===== config.mk =====
export PLATFORM = sky130hd
export DESIGN_NAME = onehot_decoder_reg
export DESIGN_NICKNAME = d
export VERILOG_FILES = /design/src/rtl/onehot_decoder_reg.sv
export SDC_FILE = /design/constraint.sdc
export NUM_CORES = 1
export LEC_CHECK = 0
export ABC_CLOCK_PERIOD_IN_PS = 1600
export BUFFER_PORTS_ARGS = -buffer_cell sky130_fd_sc_hd__buf_2
export CAP_MARGIN = 5
export CORE_UTILIZATION = 50
export CTS_BUF_LIST = sky130_fd_sc_hd__clkbuf_2 sky130_fd_sc_hd__clkbuf_4 sky130_fd_sc_hd__clkbuf_8
export DETAILED_ROUTE_END_ITERATION = 8
export GPL_TIMING_DRIVEN = 0
export HOLD_SLACK_MARGIN = 0.1
export PLACE_DENSITY = 0.83
export SLEW_MARGIN = 5
export SYNTH_ARGS = -nofsm -noshare
export SYNTH_HDL_FRONTEND = slang
export SYNTH_SLANG_ARGS = --single-unit

===== constraint.sdc =====
create_clock -name clk -period 1.6 [get_ports clk]
set_input_delay 0.32 -clock clk [delete_from_list [all_inputs] [get_ports clk]]
set_output_delay 0.32 -clock clk [all_outputs]
set_load 0.01 [all_outputs]

===== src/rtl/onehot_decoder_reg.sv =====
// Registered binary-to-one-hot decoder with valid/ready handshakes on both
// sides, a sticky mask of every decoded position and a count of accepted codes.
// Codes at or above OUT_W decode to all-zero with an error flag.
module onehot_decoder_reg #(
    parameter int IN_W  = 3,
    parameter int OUT_W = 8,
    parameter int CNT_W = 8
) (
    input  logic             clk,
    input  logic             rst_n,
    input  logic             en,
    input  logic [IN_W-1:0]  in_code,
    input  logic             in_valid,
    output logic             in_ready,
    output logic [OUT_W-1:0] out_data,
    output logic             out_err,
    output logic             out_valid,
    input  logic             out_ready,
    input  logic             mask_clr,
    output logic [OUT_W-1:0] mask,
    output logic [CNT_W-1:0] acc_cnt
);

    // OUT_W never exceeds 2**IN_W, so it fits in IN_W+1 bits for the range test.
    localparam logic [IN_W:0] OUT_W_L = OUT_W[IN_W:0];

    // Decode a code into {err, onehot}; out-of-range codes give zero plus err.
    function automatic logic [OUT_W:0] decode_fn(input logic [IN_W-1:0] code);
        logic [OUT_W-1:0] onehot;
        logic             err;
        onehot = {OUT_W{1'b0}};
        err    = 1'b0;
        if ({1'b0, code} < OUT_W_L) begin
            onehot = {{(OUT_W-1){1'b0}}, 1'b1} << code;
            err    = 1'b0;
        end else begin
            onehot = {OUT_W{1'b0}};
            err    = 1'b1;
        end
        return {err, onehot};
    endfunction

    logic             in_ready_s;
    logic             accept_s;
    logic [OUT_W-1:0] dec_data_s;
    logic             dec_err_s;
    logic [OUT_W-1:0] mask_next_s;
    logic [OUT_W-1:0] out_data_r;
    logic             out_err_r;
    logic             out_valid_r;
    logic [OUT_W-1:0] mask_r;
    logic [CNT_W-1:0] acc_cnt_r;

    // Handshake: accept when enabled and the output slot is free or draining now.
    always_comb begin
        in_ready_s = rst_n & en & (~out_valid_r | out_ready);
        accept_s   = in_valid & in_ready_s;
    end

    // Decode the incoming code and form the next sticky mask (clear before OR).
    always_comb begin
        {dec_err_s, dec_data_s} = decode_fn(in_code);
        mask_next_s = mask_r;
        if (accept_s) begin
            if (mask_clr) begin
                mask_next_s = dec_data_s;
            end else begin
                mask_next_s = mask_r | dec_data_s;
            end
        end else begin
            if (mask_clr) begin
                mask_next_s = {OUT_W{1'b0}};
            end else begin
                mask_next_s = mask_r;
            end
        end
    end

    // Output register: load on accept, drop valid on drain, otherwise hold.
    always_ff @(posedge clk) begin
        if (!rst_n) begin
            out_data_r  <= {OUT_W{1'b0}};
            out_err_r   <= 1'b0;
            out_valid_r <= 1'b0;
        end else if (accept_s) begin
            out_data_r  <= dec_data_s;
            out_err_r   <= dec_err_s;
            out_valid_r <= 1'b1;
        end else if (out_valid_r && out_ready) begin
            out_data_r  <= out_data_r;
            out_err_r   <= out_err_r;
            out_valid_r <= 1'b0;
        end else begin
            out_data_r  <= out_data_r;
            out_err_r   <= out_err_r;
            out_valid_r <= out_valid_r;
        end
    end

    // Sticky mask register.
    always_ff @(posedge clk) begin
        if (!rst_n) begin
            mask_r <= {OUT_W{1'b0}};
        end else begin
            mask_r <= mask_next_s;
        end
    end

    // Accepted-code counter, free-running wrap, unaffected by mask_clr.
    always_ff @(posedge clk) begin
        if (!rst_n) begin
            acc_cnt_r <= {CNT_W{1'b0}};
        end else if (accept_s) begin
            acc_cnt_r <= acc_cnt_r + {{(CNT_W-1){1'b0}}, 1'b1};
        end else begin
            acc_cnt_r <= acc_cnt_r;
        end
    end

    assign in_ready  = in_ready_s;
    assign out_data  = out_data_r;
    assign out_err   = out_err_r;
    assign out_valid = out_valid_r;
    assign mask      = mask_r;
    assign acc_cnt   = acc_cnt_r;

endmodule


[Yosys cells after proc, flatten, opt, wreduce, memory -nomap -nowiden]
Index checks and enable logic that the tools add are counted.
Widths: inputs -> output; s select.
Operators by class
  mux-type cells: 5
  bitwise logic cells: 6
  shift operators: 1
  $add $sub $neg: 1
  reductions and logical operators: 3
Operator list (count)
  $mux 8: 3
  $add 8x1->8 const B: 1
  $or 8x8->8: 1
  $shl 1x3->8 const A: 1
  $reduce_bool 2->1: 2
  $and 1x1->1: 3
  $mux 1: 2
  $logic_and 1x1->1: 1
  $not 1->1: 1
  $or 1x1->1: 1
Word-level totals
  logic and storage cells: 20
  flip-flop bits (word level): 25
  input bits: 9

[Logic depth before layout (Yosys ltp)]
  word-level depth: 5
  gate-level depth with buffers: 5

[Worst setup path after synthesis]
OpenSTA, ideal clock, no wires.
  kind: register -> register
  start point: reg acc_cnt_r[0] (netlist: acc_cnt[0])
  end point: reg acc_cnt_r[7] (netlist: acc_cnt[7])
  setup time: 70 ps
  slack: 158 ps
  stages on the path, launching flop included: 5
  arrival time: 1372 ps
  cells stage by stage: dfxtp_1 nand3_1 or2_1 or4_1 a21boi_1
On the way
  longest elaborated chain between the ends: 1
Ends and longest elaborated chain
  from (decl): RTL line 52  | logic [CNT_W-1:0] acc_cnt_r;
  from (signal assigned): RTL line 112  | acc_cnt_r <= {CNT_W{1'b0}};
  from (signal assigned): RTL line 114  | acc_cnt_r <= acc_cnt_r + {{(CNT_W-1){1'b0}}, 1'b1};
  from (signal assigned): RTL line 116  | acc_cnt_r <= acc_cnt_r;
  $add 8x1->8: RTL line 114
No other way between the ends.
A chain may end at the register's enable or synchronous reset.

[Worst setup path after layout]
  start point: reg acc_cnt_r[4] (netlist: acc_cnt[4])
  end point: reg acc_cnt_r[7] (netlist: acc_cnt[7])
Same word-level chain as after synthesis.

==> run metrics <==
status finished, final reports clean; area grow syn2layout 23.0%; clock root cell clkbuf_4; worst min path class primary input to flip-flop; core area 1960 um^2; port buffer count 34; area leader, netlist dfxtp_1; CTS tree done; Post-Synthesis Mean Instance Area 9.45 um^2; Critical Path Sink Type flip-flop; Clock Path Buffers 2; Final Wtd Congestion 0.828; worst path arrival time 1770 ps; global-route wire length before repair 3290 um; fmax 0.665 GHz; register area share after synthesis 48.1%; Tmin final 1500 ps; Initial DRC Count 18; Clock Sinks 25; pins over their slew limit 0; Pwr per Cell Area 774 nW/um^2; RSZ-0062 raised after global routing no; vias per inst 5.35; post-DP HPWL 1620 um; total global routing overflow 0; IO Count 36; Post-Synth Adder-Cell Area 1.20%; via count 936; share of the synthesized area in the top cell type 48.1%; crit-path cells nand3_1 > or2_1 > or4_1 > a21boi_1; Hold Fails Final Rpt 0; Syn Std Cell Area 1040 um^2; share of cells above drive strength 1 28.4%; final worst-path cycle share 93.9%; Crit Path Class flip-flop to flip-flop; initial core utilization 53.0%; Compound-Gate Fraction of Synth Area 15.9%; Vert. Die Dim 47.6 um; LEAKAGE 0.000550 uW; Max Cap Violations 0; # fillers 181; fin nets 159; mux cell area share after synthesis 1.93%; CP Max Fanout 4; Mapped Cells 110; setup TNS 0 ps; Critical Path RT 1860 ps; Final Skew 7.40 ps; row cnt 16; largest family of logic cells by synthesized area simple AND/OR/NAND/NOR gates; Setup crit start kind flip-flop; WL final 2200 um; Post-CTS Hold Fix Bufs 0; first drt pass iteration count 4; largest net degree at the start of global routing 15; DRC viols 0; number of buffers created by CTS 3; slowest stage cell, crit path or4_1; Ys Warns 0; vias in the first global route 758; CTS clock-pin slew for the worst setup and hold paths 130 ps; post-synthesis simple-gate area fraction 27.3%; Routed WL per cell 12.6 um; peak supply drop 0.546 mV; final antenna diode count 0; chip width 47.6 um; initial antenna violation count 0; gr usage total 20.8%; htree depth 1; die area 2270 um^2; design area 1280 um^2; delay of the slowest cell on the worst path 510 ps; Yosys reg bits 25; setup violation total in the final timing report 0; syn nets 120; area post-placement 1240 um^2; worst skew pair latency 320 ps; Synth cell types 29; Util after Layout 65.2%; area share of xor/xnor cells in the synthesized design 2.53%; post-route ant nets 0; top cells by area, synth dfxtp_1 48%, a21boi_0 13%, nand2_1 5.4%
power breakdown:
group | switching (uW) | total [uW] | internal (uW)
sequential | 5.44 | 635 | 629
clock | 181 | 274 | 93.5
combinational | 44.2 | 80.5 | 36.3
critical path, delay by kind of cell (launching register included):
kind               cells  cell delay (ps)
and+or+nand+nor        3              900
DFF                    1              410
AOI/OAI and AO/OA      1              140
repair_timing:
item                                   CTS  global route
endpoints found under the hold margin    0             0
setup buffers                            0             1
resized for setup                        0             1
setup endpoints to repair                0            10
registers in the layout, summed over array words and instances, names as in the netlist:
signal,flops
acc_cnt,8
mask,8
out_data,8
out_valid,1
layout by cell type (no fill, tap or decap), drive strengths merged:
cell	instances
buf	37
dfxtp	25
a21boi	19
nand2	15
nand2b	9
nand3	6
clkbuf	6
nand4	3
nand4b	3
xnor2	2
and2	2
o31ai	2
nor2b	2
mux2i	2
or4b	2
and3	1
and4	1
nor2	1
nand3b	1
or2	1
or4	1
nor4	1
xor2	1
o211ai	1
nor3	1
ha	1
conb	1
clkinv	1
path summary, 6_finish.rpt:
path,startpoint,endpoint,slack [ps],depth (start not counted)
worst max-delay path,acc_cnt[4]$_SDFFE_PN0P_,acc_cnt[7]$_SDFFE_PN0P_,100,4
worst min-delay path,in_code[0],mask[1]$_SDFFE_PN0P_,350,3
worst max register to register,acc_cnt[4]$_SDFFE_PN0P_,acc_cnt[7]$_SDFFE_PN0P_,100,4
worst min register to register,out_data[3]$_SDFFE_PN0P_,out_data[3]$_SDFFE_PN0P_,480,2
synth_stat cells, drive strengths merged:
cell type  number
xor2            1
and3            1
conb            1
or2             1
nand3           6
nand2b          9
o31ai           2
dfxtp          25
mux2i           2
nand4b          3
and4            1
nand3b          1
o211ai          1
clkbuf          4
or4             1
buf             2
nand4           3
nand2          15
a21boi         19
nor3            1
nor2b           2
or4b            2
nor4            1
ha              1
and2            2
xnor2           2
nor2            1
per-stage QoR:
step / worst slack, ps / instances / hold slack, ps / total power, uW
2_1_floorplan: 158 / 110 / 488 / 690
3_3_place_gp: -4.91 / 171 / 452 / 724
3_5_place_dp: -75.1 / 171 / 461 / 727
4_1_cts: 42.8 / 175 / 339 / 991
5_1_grt: 9.37 / 175 / 372 / 1020
6_report: 97.3 / 175 / 346 / 989
cells by family (layout without fill, tap and decap cells):
kind of cell / count (synthesis) / count (layout)
buf+inv: 6 / 44
flops: 25 / 25
xor+xnor: 3 / 3
mux: 2 / 2
simple gates: 50 / 50
compound gates: 22 / 22
other cells: 1 / 1
fa+ha+maj: 1 / 1
final cells by class:
class | count | area (um^2) | area share [%]
Tap cell | 27 | 33.8 | 2.64
Multi-Input combinational cell | 79 | 515 | 40.3
Timing Repair Buffer | 35 | 178 | 13.9
Clock buffer | 3 | 22.5 | 1.76
Buffer | 5 | 23.8 | 1.86
Clock inverter | 1 | 5.00 | 0.391
Sequential cell | 25 | 500 | 39.1
routing by layer:
layer	GRT usage (%)	wire (um)
met5	0	0
met4	10.0	44
met3	3.40	86
met2	34.2	1020
met1	26.6	1050
Power figures use the tool's default switching activity.
